$ cat src/rtl/data_mem_arbiter.sv
// Arbitrates the shared data-memory BRAM port between the main core and the subcores.
// Build option: define DMA_MAIN_PRIORITY_EN to give requester 0 absolute priority.
module data_mem_arbiter #(
  parameter int N_REQ     = 2,
  parameter int RD_LAT    = 2,
  parameter int MEM_DEPTH = 120000,
  localparam int IDW      = (N_REQ > 1) ? $clog2(N_REQ) : 1
) (
  input  logic                 clk,
  input  logic                 rst,
  input  logic [N_REQ-1:0]     req_valid,
  input  logic [N_REQ*32-1:0]  req_addr,
  input  logic [N_REQ*32-1:0]  req_din,
  input  logic [N_REQ*4-1:0]   req_we,
  output logic [N_REQ-1:0]     req_ready,
  output logic [N_REQ-1:0]     rsp_valid,
  output logic [31:0]          rsp_dout,
  output logic                 mem_en,
  output logic [31:0]          mem_addr,
  output logic [31:0]          mem_din,
  output logic [3:0]           mem_we,
  input  logic [31:0]          mem_dout,
  output logic                 err_oob,
  output logic [IDW-1:0]       err_id
);

`ifdef DMA_MAIN_PRIORITY_EN
  localparam bit MAIN_PRIO = 1'b1;
`else
  localparam bit MAIN_PRIO = 1'b0;
`endif

  logic [IDW-1:0]     rr_ptr;
  logic [IDW-1:0]     gnt_idx;
  logic               gnt_any;
  logic [2*N_REQ-1:0] req_rot;
  logic [IDW:0]       cand;

  logic [31:0]        sel_addr;
  logic [31:0]        sel_din;
  logic [3:0]         sel_we;
  logic               sel_oob;
  logic               sel_load;

  logic               pipe_v   [RD_LAT];
  logic               pipe_oob [RD_LAT];
  logic [IDW-1:0]     pipe_id  [RD_LAT];

  // Doubling the request vector lets a plain right shift act as a rotate by rr_ptr.
  always_comb begin
    gnt_any = 1'b0;
    gnt_idx = '0;
    cand    = '0;
    req_rot = {req_valid, req_valid} >> rr_ptr;
    if (MAIN_PRIO && req_valid[0]) begin
      gnt_any = 1'b1;
    end else begin
      for (int k = 0; k < N_REQ; k++) begin
        if (!gnt_any && req_rot[k]) begin
          gnt_any = 1'b1;
          cand    = {1'b0, rr_ptr} + (IDW+1)'(k);
          if (cand >= (IDW+1)'(N_REQ))
            cand = cand - (IDW+1)'(N_REQ);
          gnt_idx = cand[IDW-1:0];
        end
      end
    end
    if (rst)
      gnt_any = 1'b0;
  end

  always_comb begin
    sel_addr = '0;
    sel_din  = '0;
    sel_we   = '0;
    for (int i = 0; i < N_REQ; i++) begin
      if (gnt_idx == IDW'(i)) begin
        sel_addr = req_addr[32*i +: 32];
        sel_din  = req_din[32*i +: 32];
        sel_we   = req_we[4*i +: 4];
      end
    end
    sel_oob  = sel_addr >= 32'(MEM_DEPTH);
    sel_load = (sel_we == 4'b0000);
  end

  always_comb begin
    req_ready = '0;
    for (int i = 0; i < N_REQ; i++)
      req_ready[i] = gnt_any && (gnt_idx == IDW'(i));
  end

  // Out-of-range accesses are accepted but never reach the BRAM.
  always_comb begin
    mem_en   = gnt_any && !sel_oob;
    mem_addr = mem_en ? sel_addr : 32'h0;
    mem_din  = mem_en ? sel_din  : 32'h0;
    mem_we   = mem_en ? sel_we   : 4'h0;
  end

  always_ff @(posedge clk) begin
    if (rst) begin
      rr_ptr <= '0;
    end else if (gnt_any && !(MAIN_PRIO && gnt_idx == '0)) begin
      if (gnt_idx == IDW'(N_REQ-1))
        rr_ptr <= '0;
      else
        rr_ptr <= gnt_idx + IDW'(1);
    end
  end

  always_ff @(posedge clk) begin
    if (rst) begin
      for (int s = 0; s < RD_LAT; s++) begin
        pipe_v[s]   <= 1'b0;
        pipe_oob[s] <= 1'b0;
        pipe_id[s]  <= '0;
      end
    end else begin
      pipe_v[0]   <= gnt_any && sel_load;
      pipe_oob[0] <= sel_oob;
      pipe_id[0]  <= gnt_idx;
      for (int s = 1; s < RD_LAT; s++) begin
        pipe_v[s]   <= pipe_v[s-1];
        pipe_oob[s] <= pipe_oob[s-1];
        pipe_id[s]  <= pipe_id[s-1];
      end
    end
  end

  always_comb begin
    rsp_valid = '0;
    rsp_dout  = '0;
    if (!rst && pipe_v[RD_LAT-1]) begin
      for (int i = 0; i < N_REQ; i++)
        rsp_valid[i] = (pipe_id[RD_LAT-1] == IDW'(i));
      if (!pipe_oob[RD_LAT-1])
        rsp_dout = mem_dout;
    end
  end

  // err_id records only the first offender; later ones leave it alone.
  always_ff @(posedge clk) begin
    if (rst) begin
      err_oob <= 1'b0;
      err_id  <= '0;
    end else if (gnt_any && sel_oob && !err_oob) begin
      err_oob <= 1'b1;
      err_id  <= gnt_idx;
    end
  end

endmodule

$ cat config.mk
export PLATFORM = sky130hd
export DESIGN_NAME = data_mem_arbiter
export DESIGN_NICKNAME = d
export VERILOG_FILES = /design/src/rtl/data_mem_arbiter.sv
export SDC_FILE = /design/constraint.sdc
export NUM_CORES = 1
export LEC_CHECK = 0
export ABC_AREA = 1
export CAP_MARGIN = 10
export CORE_AREA = 2 2 109 111
export DETAILED_ROUTE_END_ITERATION = 7
export DIE_AREA = 0 0 111 113
export MAX_ROUTING_LAYER = met4
export PLACE_DENSITY = 0.62
export RECOVER_POWER = 50
export SYNTH_ARGS = -nofsm -noshare
export SYNTH_HDL_FRONTEND = slang
export SYNTH_SLANG_ARGS = --single-unit
$ cat constraint.sdc
create_clock -name clk -period 3.25 [get_ports clk]
set_input_delay 0.65 -clock clk [delete_from_list [all_inputs] [get_ports clk]]
set_output_delay 0.65 -clock clk [all_outputs]
set_load 0.02 [all_outputs]
# Word level (Yosys, flattened, before mapping)
# Memories as Yosys holds them, arrays and structs flattened.
# Index checks and enable logic that the tools add are counted.
[word_totals]
wordCells = 61
ram_bits = 6
out_inout_bits = 107
n_memories = 3
in_bits = 172
register_bits = 3
[classes]
n_reduce_logical = 13
magnitude_cmp = 3
shift = 1
n_addsub = 4
n_mux = 26
bitwise = 8
[memory_table]
columns = ["name", "words", "width", "read_ports", "rd_clocked_by_memory_dff", "write_ports", "line", "text"]
rows = [
  ["pipe_id", 2, 1, 2, 0, 2, "47", "logic [IDW-1:0] pipe_id [RD_LAT];"],
  ["pipe_oob", 2, 1, 2, 0, 2, "46", "logic pipe_oob [RD_LAT];"],
  ["pipe_v", 2, 1, 2, 0, 2, "45", "logic pipe_v [RD_LAT];"],
]
[op_table]
columns = ["operator", "n"]
rows = [
  ["$mux 32", 6],
  ["$ge 32x17->1 const B", 1],
  ["$mux 1", 17],
  ["$logic_and 1x1->1", 8],
  ["$mux 4", 2],
  ["$or 1x1->1", 6],
  ["$logic_not 1->1", 4],
  ["$logic_not 4->1", 1],
  ["$shr 4x1->2", 1],
  ["$add 1x1->2 const B", 1],
  ["$ge 1x2->1 const B", 1],
  ["$ge 2x2->1 const B", 1],
  ["$mux 2", 1],
  ["$not 1->1", 2],
  ["$sub 1x1->1 const B", 2],
  ["$add 1x1->1 const B", 1],
]

# Logic depth before layout (Yosys ltp)
# Gate-level depths: netlist (run 1).
[logic_depth]
ltp_word = 10
ltp_mapped = 16
ltp_nobuf = 15

# Least setup slack after synthesis (run 1)
# OpenSTA, ideal clock, no wires.
[synth_timing]
path_type = "input-to-output"
from = "input port req_valid[1]"
to = "output port mem_addr[10]"
arrival_time_ps = 2240
required_ps = 2600
cell_stages = 13
path_buffers = 3
setup_slack_ps = 360
cell_sequence = "buf_4 > inv_2 > a21oi_4 > buf_4 > nand2_1 > nand4_1 > nor2_1 > nand2_1 > nor2_1 > nand2_2 > nand3_4 > buf_4 > nor2_1"
[synth_between]
elab_chain_cells = 10
elab_cells_between_ends = 13
classes_between = "1 x order compare; 1 x shift; 7 x mux; 4 x reduce/logical"
[synth_rtl]
columns = ["element", "line", "text"]
rows = [
  ["from (decl)", "11", "input logic [N_REQ-1:0] req_valid,"],
  ["$shr 4x1->2 (*)", "54", "req_rot = {req_valid, req_valid} >> rr_ptr;"],
  ["$mux 1", "59", "if (!gnt_any && req_rot[k]) begin"],
  ["$logic_not 1->1", "59", ""],
  ["$logic_and 1x1->1", "59", ""],
  ["$mux 1", "59", ""],
  ["$mux 32", "77", "if (gnt_idx == IDW'(i)) begin"],
  ["$ge 32x17->1", "83", "sel_oob = sel_addr >= 32'(MEM_DEPTH);"],
  ["$logic_not 1->1", "95", "mem_en = gnt_any && !sel_oob;"],
  ["$logic_and 1x1->1", "95", ""],
  ["$mux 32 (*)", "96", "mem_addr = mem_en ? sel_addr : 32'h0;"],
  ["to (decl)", "19", "output logic [31:0] mem_addr,"],
]
# Mark *: on every way between the ends. The rest lies on a longest branch, timed or not.

# Worst setup path after layout (run 1)
[layout_timing]
from = "input port req_valid[0]"
to = "output port mem_we[0]"
[layout_between]
elab_chain_cells = 10
elab_cells_between_ends = 14
classes_between = "1 x order compare; 1 x shift; 8 x mux; 4 x reduce/logical"
[layout_rtl]
columns = ["element", "line", "text"]
rows = [
  ["$shr 4x1->2 (*)", "54", ""],
  ["$mux 1", "59", ""],
  ["$logic_not 1->1", "59", ""],
  ["$logic_and 1x1->1", "59", ""],
  ["$mux 1", "59", ""],
  ["$mux 32", "77", ""],
  ["$ge 32x17->1", "83", ""],
  ["$logic_not 1->1", "95", ""],
  ["$logic_and 1x1->1", "95", ""],
  ["$mux 4 (*)", "98", "mem_we = mem_en ? sel_we : 4'h0;"],
  ["to (decl)", "21", "output logic [3:0] mem_we,"],
]
# Marked as above.

==> impl_results.md, run 1 <==
* Outcome: finished, final reports clean
* Routed length per instance at roughly 13 um
* Max_cap viols at 0
* Max Fanout on Critical Path at 12
* Synth-to-layout area growth at 144%
* CTS max path bufs at 2
* Post-route DRC at 0
* Die footprint at about 13000 um^2
* Via density at between 4 and 5
* ANT cells at 0
* Ys async rst share at 0
* IO Port Bufs at 263
* Hold_sp: pipe_id[0][0]
* FP Rows at 39
* 1st-pass router iterations at 4
* RSZ-0062 raised after global routing: true
* Post-place setup slack at -672 ps
* Number of flops mapped to enable cells by yosys at 0
* Total gr overflow at 0
* Arrival time worst endpoint at roughly 2600 ps
* GRT Total Usage at 0.164
* Crit-path cells: buf_4, buf_6, a21oi_4, buf_12, nand2_2, nand2_2, nand2_2, or2_2, nand3_2, nand2_2, nand3_4, buf_8, nor2_1, dlygate4sd2_1
* Post-Syn Area at between 2000 and 2500 um^2
* Setup ws final at roughly 39 ps
* Maximum VDD drop at 0.000189 V
* Fillers at 1161
* CP dominant cell by count: nand2_2
* Post-DP HPWL at 9060 um
* Die X at 111 um
* Clock share of power at 0.276
* Wirelength, routed at 10500 um
* Num CTS Buffers at 3
* Initial core utilization at 0.183
* Later-pin clock latency in the skew report at between 200 and 250 ps
* Post-synthesis instance total at 393
* Register bit total from synthesis at 9
* H-tree depth at 1
* Startpoint types: input pin
* Pwr Density at between 150 and 200 nW/um^2
* CP max stage delay at 320 ps
* First-pass GRT wire length at 16300 um
* Netlist cell types at 25
* Switching Power at 242 uW
* CTS tree: done
* Fmax at between 300 and 400 MHz
* Post-DP Area at 5020 um^2
* Share of cells above drive strength 1 at 0.236
* Min-delay worst type: reg2reg
* Core area at 11300 um^2
* Setup crit end kind: output port
* Number of global-route vias before repair at 3482
* Synth warn at 0
* Top Ports at 279
* Die H at 113 um
* Clock period minus worst slack at 3210 ps
* Worst path slowest cell: dlygate4sd2_1
* Reg-to-reg startpoint: rr_ptr
* Slew Viols, Final at 0
* Initial antenna violation count at 0
* Vias at ~3400
* Fin area at 5040 um^2
* Nets at 858
* Power, Total at 801 uW
* RD Place Congestion at 0.862
* Largest net degree at the start of global routing at 39
* Internal power at 559 uW
* Sequential group share of total power at 0.149
* Gate power share at 0.575
* Main synth FF type: dfxtp_1
* Sw Share at 0.302
* CP Class: in2out
* Pleak at 2.44 nW
* Final setup viols at 0
* Worst EP required at 2600 ps
* Final period util at 0.988
* CTS hold repair buffers at 0
* Setup crit start: req_valid[0]
* Clock slew at reported path FFs at approximately 40 ps
* Final-report hold violation count at 0
* Clock Skews at 2.38 ps
* Final ANT Viol Nets at 0
* Root buf cell: clkbuf_16
* Clk sinks at 9
* Syn avg cell area at 5.25 um^2
* 1st-iter DRT viols at 141
* Seq/Total Area, Yosys at 0.0874
cell families after synthesis:
| family | count (synthesis) | share of synthesized area |
|---|---|---|
| and+or+nand+nor | 228 | 0.456 |
| AOI/OAI and AO/OA | 56 | 0.208 |
| buffers and inverters | 95 | 0.227 |
| muxes | 4 | 0.0194 |
| other | 1 | 0.00182 |
| DFF | 9 | 0.0874 |
worst max-delay path, delay by kind of cell:
family	cells	cell delay, ps
AND/OR/NAND/NOR	8	790
AO/OA/AOI/OAI	1	230
buffers and inverters	5	880
power groups by stage:
stage	Clock, mW	Sequential [mW]	Combinational [mW]
6_report	0.221	0.119	0.460
5_1_grt	0.233	0.119	0.501
4_1_cts	0.227	0.119	0.451
3_5_place_dp	0	0.121	0.440
3_3_place_gp	0	0.121	0.436
2_1_floorplan	0	0.123	0.170
cell usage in the layout (no fill, tap or decap), types with 8 or more instances in the layout:
cell type,instances
nand2_2,8
buf_4,46
a21oi_2,35
inv_1,55
clkbuf_2,32
a21oi_1,8
conb_1,15
buf_2,12
dfxtp_1,9
nor2_1,66
clkdlybuf4s50_1,204
nand2_1,127
state kept, by name, indices dropped and copies added, names as in the netlist:
register and count:
err_id 1, pipe_oob 2, rr_ptr 1, err_oob 1, pipe_id 2, pipe_v 2
final timing paths:
| kind | cells past startpoint | slack (ps) | endpoint |
|---|---|---|---|
| min reg2reg | 2 | 400 | pipe_id[0][1] |
| max | 14 | 40 | mem_we[0] |
| min | 2 | 400 | pipe_id[0][1] |
| max reg2reg | 16 | 1090 | err_id |
synthesized netlist by cell type (2+ instances only):
library cell / instances / share of area
a21oi_1: 8 / 0.019
o21ai_0: 8 / 0.019
or2_2: 2 / 0.0061
clkbuf_1: 13 / 0.024
a21oi_2: 36 / 0.15
buf_2: 2 / 0.0049
nand2_4: 2 / 0.011
dfxtp_1: 9 / 0.087
nand4_1: 6 / 0.018
nor2_1: 70 / 0.13
nand3_1: 6 / 0.015
buf_4: 19 / 0.069
buf_6: 5 / 0.027
o21ai_1: 2 / 0.0049
mux2i_1: 4 / 0.019
nand3b_1: 5 / 0.018
nand2_1: 134 / 0.24
inv_1: 55 / 0.10
cell type report:
type | instances | area (um^2) | share of cell area
multi-input combinational | 303 | 1520 | 0.302
tap | 143 | 179 | 0.0355
sequential | 9 | 180 | 0.0358
inverter | 56 | 210 | 0.0417
timing repair buffer | 313 | 2870 | 0.570
clock buffer | 4 | 78.8 | 0.0156
metrics by stage:
stage               hold slack [ps]  TNS, ps  instances   util
global route                    403     -444        828  0.447
floorplan                       388        0        407      -
finish                          400        0        828  0.447
CTS                             401        0        824  0.456
detailed placement              396   -34310        816  0.445
global placement                392   -31810        816  0.445
per-layer routing:
metal / up-vias / part of all wire / global-route usage
li1: 1739 / - / -
met1: 1473 / 0.39 / 0.175
met2: 199 / 0.52 / 0.308
met3: 17 / 0.071 / 0.0246
met4: 0 / 0.024 / 0.0558
met5: - / 0 / -
what timing repair did:
item / in CTS / in global routing
setup buffers: 2 / 4
endpoints found under the hold margin: 0 / 0
gates cloned: 2 / 1
resized for setup: 146 / 68
pin swaps: 4 / 6
endpoints found under the setup margin: 55 / 48
(Power assumes the default switching activity.)
==> inputs of run 2 (changes only) <==
--- a/config.mk
+++ b/config.mk
@@ -8,6 +8,7 @@
 export ABC_AREA = 1
 export CAP_MARGIN = 10
 export CORE_AREA = 2 2 109 111
+export CTS_CLUSTER_DIAMETER = 30
 export DETAILED_ROUTE_END_ITERATION = 7
 export DIE_AREA = 0 0 111 113
 export MAX_ROUTING_LAYER = met4
==> constraint.sdc (replaced) <==
create_clock -name clk -period 3.25 [get_ports clk]
set_input_delay 0.65 -clock clk [delete_from_list [all_inputs] [get_ports clk]]
set_output_delay 0.65 -clock clk [all_outputs]
set_load 0.005 [all_outputs]
==> impl_results.md, run 2 (synthesized netlist as in run 1, its figures left out) <==
* Top Ports at 279
* 1st-iter DRT viols at 71
* Clk sinks at 9
* Wirelength, routed at 11100 um
* Hold_ws at 398 ps
* Share of cells above drive strength 1 at 0.234
* Later-pin clock latency in the skew report at 240 ps
* IO Port Bufs at around 260
* Final ANT Viol Nets at 0
* CTS hold repair buffers at 0
* Slew Viols, Final at 0
* Clock Skews at 3.78 ps
* Worst path slowest cell: a21oi_4
* Fillers at 1161
* Min-delay worst type: reg2reg
* Fin area at 5110 um^2
* Setup ws final at 120 ps
* Pwr Density at 152 nW/um^2
* Least-Margin Pin Slew at 863 ps
* Routed length per instance at 13.4 um
* Number of global-route vias before repair at 3378
* Initial antenna violation count at 0
* Via density at 4.19
* Nets at 860
* Num CTS Buffers at 3
* Commonest non-fill, non-tap cell in the layout: clkdlybuf4s50_1
* Pleak at ~2.6 nW
* Max Fanout on Critical Path at 9
* Die H at 113 um
* RD Place Congestion at 0.897
* Final period util at 0.963
* Arrival time worst endpoint at 2480 ps
* Final setup viols at 0
* Core area at 11300 um^2
* H-tree depth at 1
* CTS max path bufs at 2
* FP Rows at 39
* Synth-to-layout area growth at 148%
* Reg2reg setup slack at 1260 ps
* Post-place setup slack at -640 ps
* CTS tree: done
* Final-report hold violation count at 0
* Post-DP Area at 4950 um^2
* ANT cells at 0
* CP max stage delay at 230 ps
* Die footprint at 12500 um^2
* Top Registers: pipe_id (2), pipe_oob (2), pipe_v (2)
* Worst EP required at 2600 ps
* RSZ-0062 raised after global routing: false
* Root buf cell: clkbuf_16
* Maximum VDD drop at 0.000128 V
* Clock period minus worst slack at 3130 ps
* Post-DP HPWL at 8980 um
* 1st-pass router iterations at 4
* Outcome: finished, final reports clean
* Fmax at 319 MHz
* Total gr overflow at 0
* CP Class: in2out
* Vias at 3475
* Largest net degree at the start of global routing at 40
* Most frequent cells in the layout: clkdlybuf4s50_1 (169), nand2_1 (128), nor2_1 (66)
* Startpoint types: input pin
* First-pass GRT wire length at between 15000 and 20000 um
* Die X at approximately 110 um
* Max-Slew Margin vs Limit at 0.425
* Initial core utilization at 0.183
* Clock slew at reported path FFs at around 40 ps
* Placed insts at between 800 and 900
* Post-route DRC at 0
* GRT Total Usage at 0.166
* Max_cap viols at 0
* Non-Filler Instances at 830
* Power, Total at 776 uW
* Crit-path cells: buf_6, buf_6, a21oi_4, buf_12, clkbuf_16, nand2_2, nand4_1, nor2_2, nand2_2, nor2_2, nand2_2, nand3_4, buf_6, buf_4, a21oi_2, buf_2
* Setup crit end kind: output port
## run 2: cell types whose count changed in the layout (fill, tap and decap cells not counted), moves of 2 or more
cell             change
a21oi_1              -3
a21oi_2              +3
buf_2                +8
buf_4               -12
buf_6                +4
clkbuf_2             -6
clkdlybuf4s50_1     -35
dlygate4sd3_1       +37
or2_2                -2
or2_4                +2
## run 2: final cells by class
type | count | area [um^2] | area share
Clock buffer | 4 | 78.8 | 0.0154
Inverter | 56 | 210 | 0.0411
Sequential cell | 9 | 180 | 0.0353
Tap cell | 143 | 179 | 0.0350
Multi-Input combinational cell | 303 | 1530 | 0.300
Timing Repair Buffer | 315 | 2930 | 0.573
## run 2: stage by stage
| step | setup TNS (ps) | utilization |
|---|---|---|
| after floorplan | 0 | - |
| final | 0 | 0.453 |
| after global routing | 0 | 0.453 |
| after detailed placement | -32500 | 0.439 |
| after CTS | -404 | 0.456 |
| after global placement | -30180 | 0.439 |
## run 2: critical path: cells and delay by family
kind / cells / cell delay [ps]
buffers and inverters: 7 / 940
and+or+nand+nor: 7 / 530
AOI/OAI and AO/OA: 2 / 340
## run 2: worst paths after layout
check,startpoint,endpoint,cells after the start
setup reg to reg,rr_ptr,err_oob,14
hold / removal,pipe_id[0][0],pipe_id[0][1],2
setup / recovery,req_valid[0],mem_din[12],16
hold reg to reg,pipe_id[0][0],pipe_id[0][1],2
## run 2: routing by layer
metal / vias up / GRT usage / wire (um)
met1: 1505 / 0.179 / 4270
li1: 1751 / - / -
met5: - / - / 0
met2: 194 / 0.306 / 5630
met4: 0 / 0.0608 / 362
met3: 25 / 0.0295 / 818
## run 2: what timing repair did
action                                  CTS  global route
cloned                                    4             2
pin swaps                                 4            15
endpoints found under the setup margin   54            69
resized for setup                       123            96
setup buffers                             8             7
## run 2: power breakdown
part	leakage, nW	internal [mW]	total [mW]	switching (mW)
clock network	0.0382	0.164	0.217	0.0533
logic	2.48	0.272	0.440	0.168
registers	0.0742	0.117	0.119	0.00237
==> inputs of run 3 (changes only) <==
==> constraint.sdc (replaced) <==
create_clock -name clk -period 3.49 [get_ports clk]
set_input_delay 0.698 -clock clk [delete_from_list [all_inputs] [get_ports clk]]
set_output_delay 0.698 -clock clk [all_outputs]
set_load 0.005 [all_outputs]
==> impl_results.md, run 3 (synthesized netlist as in run 1, its figures left out) <==
* Outcome: finished, final reports clean
* Final ANT Viol Nets at 0
* Arrival time worst endpoint at 2720 ps
* GRT Total Usage at 0.162
* Initial core utilization at 0.183
* GR Util met3 at 0.0241
* Startpoint types: input pin
* Post-place setup slack at -494 ps
* Max_cap viols at 0
* ANT cells at 0
* Setup ws final at about 76 ps
* CP Class: in2out
* H-tree depth at 1
* Top Registers: pipe_id (2), pipe_oob (2), pipe_v (2)
* FP Rows at 39
* 1st-iter DRT viols at between 80 and 90
* Num CTS Buffers at 3
* IO Port Bufs at 263
* Top Ports at 279
* Worst EP required at 2790 ps
* Reg2reg setup slack at 1430 ps
* Met2 Use GR at 0.312
* CTS tree: done
* Root buf cell: clkbuf_16
* Synth-to-layout area growth at 153%
* Die X at 111 um
* Maximum VDD drop at ~0.00012 V
* Clk sinks at 9
* Reg-to-reg startpoint: rr_ptr
* Busiest grt layer: met2
* 1st-pass router iterations at 4
* Vias at 3394
* Fillers at 1192
* Via density at 4.10
* Hold_sp: pipe_oob[0][0]
* CTS max path bufs at 2
* Hold Path Sink: pipe_oob[0][1]
* Pwr Density at 136 nW/um^2
* Power, Total at between 700 and 800 uW
* Fmax at 293 MHz
* Commonest non-fill, non-tap cell in the layout: clkdlybuf4s50_1
* Max Fanout on Critical Path at 9
* Slew Viols, Final at 0
* Largest net degree at the start of global routing at 40
* First-pass GRT wire length at between 15000 and 20000 um
* Final setup viols at 0
* Share of cells above drive strength 1 at 0.151
* Routed length per instance at 12.9 um
* Clock Skews at 1.71 ps
* Later-pin clock latency in the skew report at between 200 and 250 ps
* FF-to-FF End: err_oob
* Hold path cells at 2
* Final period util at 0.978
* Initial antenna violation count at 0
* Hold_ws at 400 ps
* Die H at 113 um
* Final-report hold violation count at 0
* Core area at 11300 um^2
* Worst r2r path cells at 15
* Total gr overflow at 0
* Wirelength, routed at 10700 um
* Clock slew at reported path FFs at around 40 ps
* Pleak at between 2 and 3 nW
* Die footprint at 12500 um^2
* RD Place Congestion at 0.899
* Setup crit end kind: output port
* Most frequent cells in the layout: clkdlybuf4s50_1 (205), nand2_1 (133), nor2_1 (68)
* Clock period minus worst slack at roughly 3400 ps
* RSZ-0062 raised after global routing: true
* Met1 usage at 0.175
* Nets at about 860
* Number of global-route vias before repair at between 3000 and 4000
* Min-delay worst type: reg2reg
* Post-route DRC at 0
* Post-DP HPWL at 8990 um
## run 3: cell types whose count changed in the layout (fill, tap and decap cells not counted), moves of 3 or more
cell / before / now
a21oi_1: 5 / 8
buf_2: 20 / 1
buf_4: 34 / 39
buf_6: 8 / 2
clkbuf_2: 26 / 0
clkdlybuf4s50_1: 169 / 205
dlygate4sd2_1: 7 / 44
dlygate4sd3_1: 37 / 3
dlymetal6s2s_1: 1 / 9
nand2_1: 128 / 133
nand2_2: 7 / 2
## run 3: final cells by class
class | instances | area (um^2) | area share
clock buffer | 4 | 78.8 | 0.0151
inverter | 56 | 210 | 0.0403
multi-input combinational | 303 | 1490 | 0.286
sequential | 9 | 180 | 0.0345
tap | 143 | 179 | 0.0343
timing repair buffer | 312 | 3080 | 0.590
## run 3: how the worst max path moves through the flow
stage,start,end,slack [ps],depth (start not counted)
floorplan,req_valid[1],mem_addr[10],690,13
global placement,req_valid[0],mem_addr[11],-480,14
detailed placement,req_valid[0],mem_addr[7],-490,14
CTS,req_valid[0],mem_addr[7],-20,14
global route,req_valid[0],mem_en,-60,16
finish,req_valid[0],mem_en,80,15
## run 3: report_power, final
group,switching [mW],total (mW),internal (mW)
clock network,0.0501,0.203,0.153
logic,0.150,0.397,0.247
registers,0.00219,0.111,0.109
total,0.202,0.711,0.508
## run 3: routing by layer
layer / vias to the layer above / part of all wire
met4: 0 / 0.020
met3: 16 / 0.067
li1: 1738 / -
met2: 187 / 0.52
met5: - / 0
met1: 1453 / 0.39
## run 3: worst max-delay path: stages
cell,delay [ps]
buf_4,130
buf_4,140
a21oi_4,200
buf_12,160
nand2_2,50
nand2_1,50
nand2_1,60
or2_2,280
nand3_2,80
nand2_2,70
nand3_4,120
buf_6,120
buf_6,90
inv_1,30
clkdlybuf4s50_1,430
## run 3: stage by stage
stage                     setup TNS (ps)  utilization  cells  area (um^2)
after global placement            -22710        0.436    804         4920
after global routing                -188        0.463    827         5220
after detailed placement          -24450        0.436    804         4920
after CTS                          -26.4        0.450    815         5070
final                                  0        0.463    827         5220
after floorplan                        0            -    407         2110
## run 3: timing repair
item                       in CTS  in global routing
pin swaps                       0                  2
setup endpoints to repair      54                 12
gates resized for setup        63                 15
cloned                          2                  0
buffers inserted                5                 12
hold buffers                    0                  0
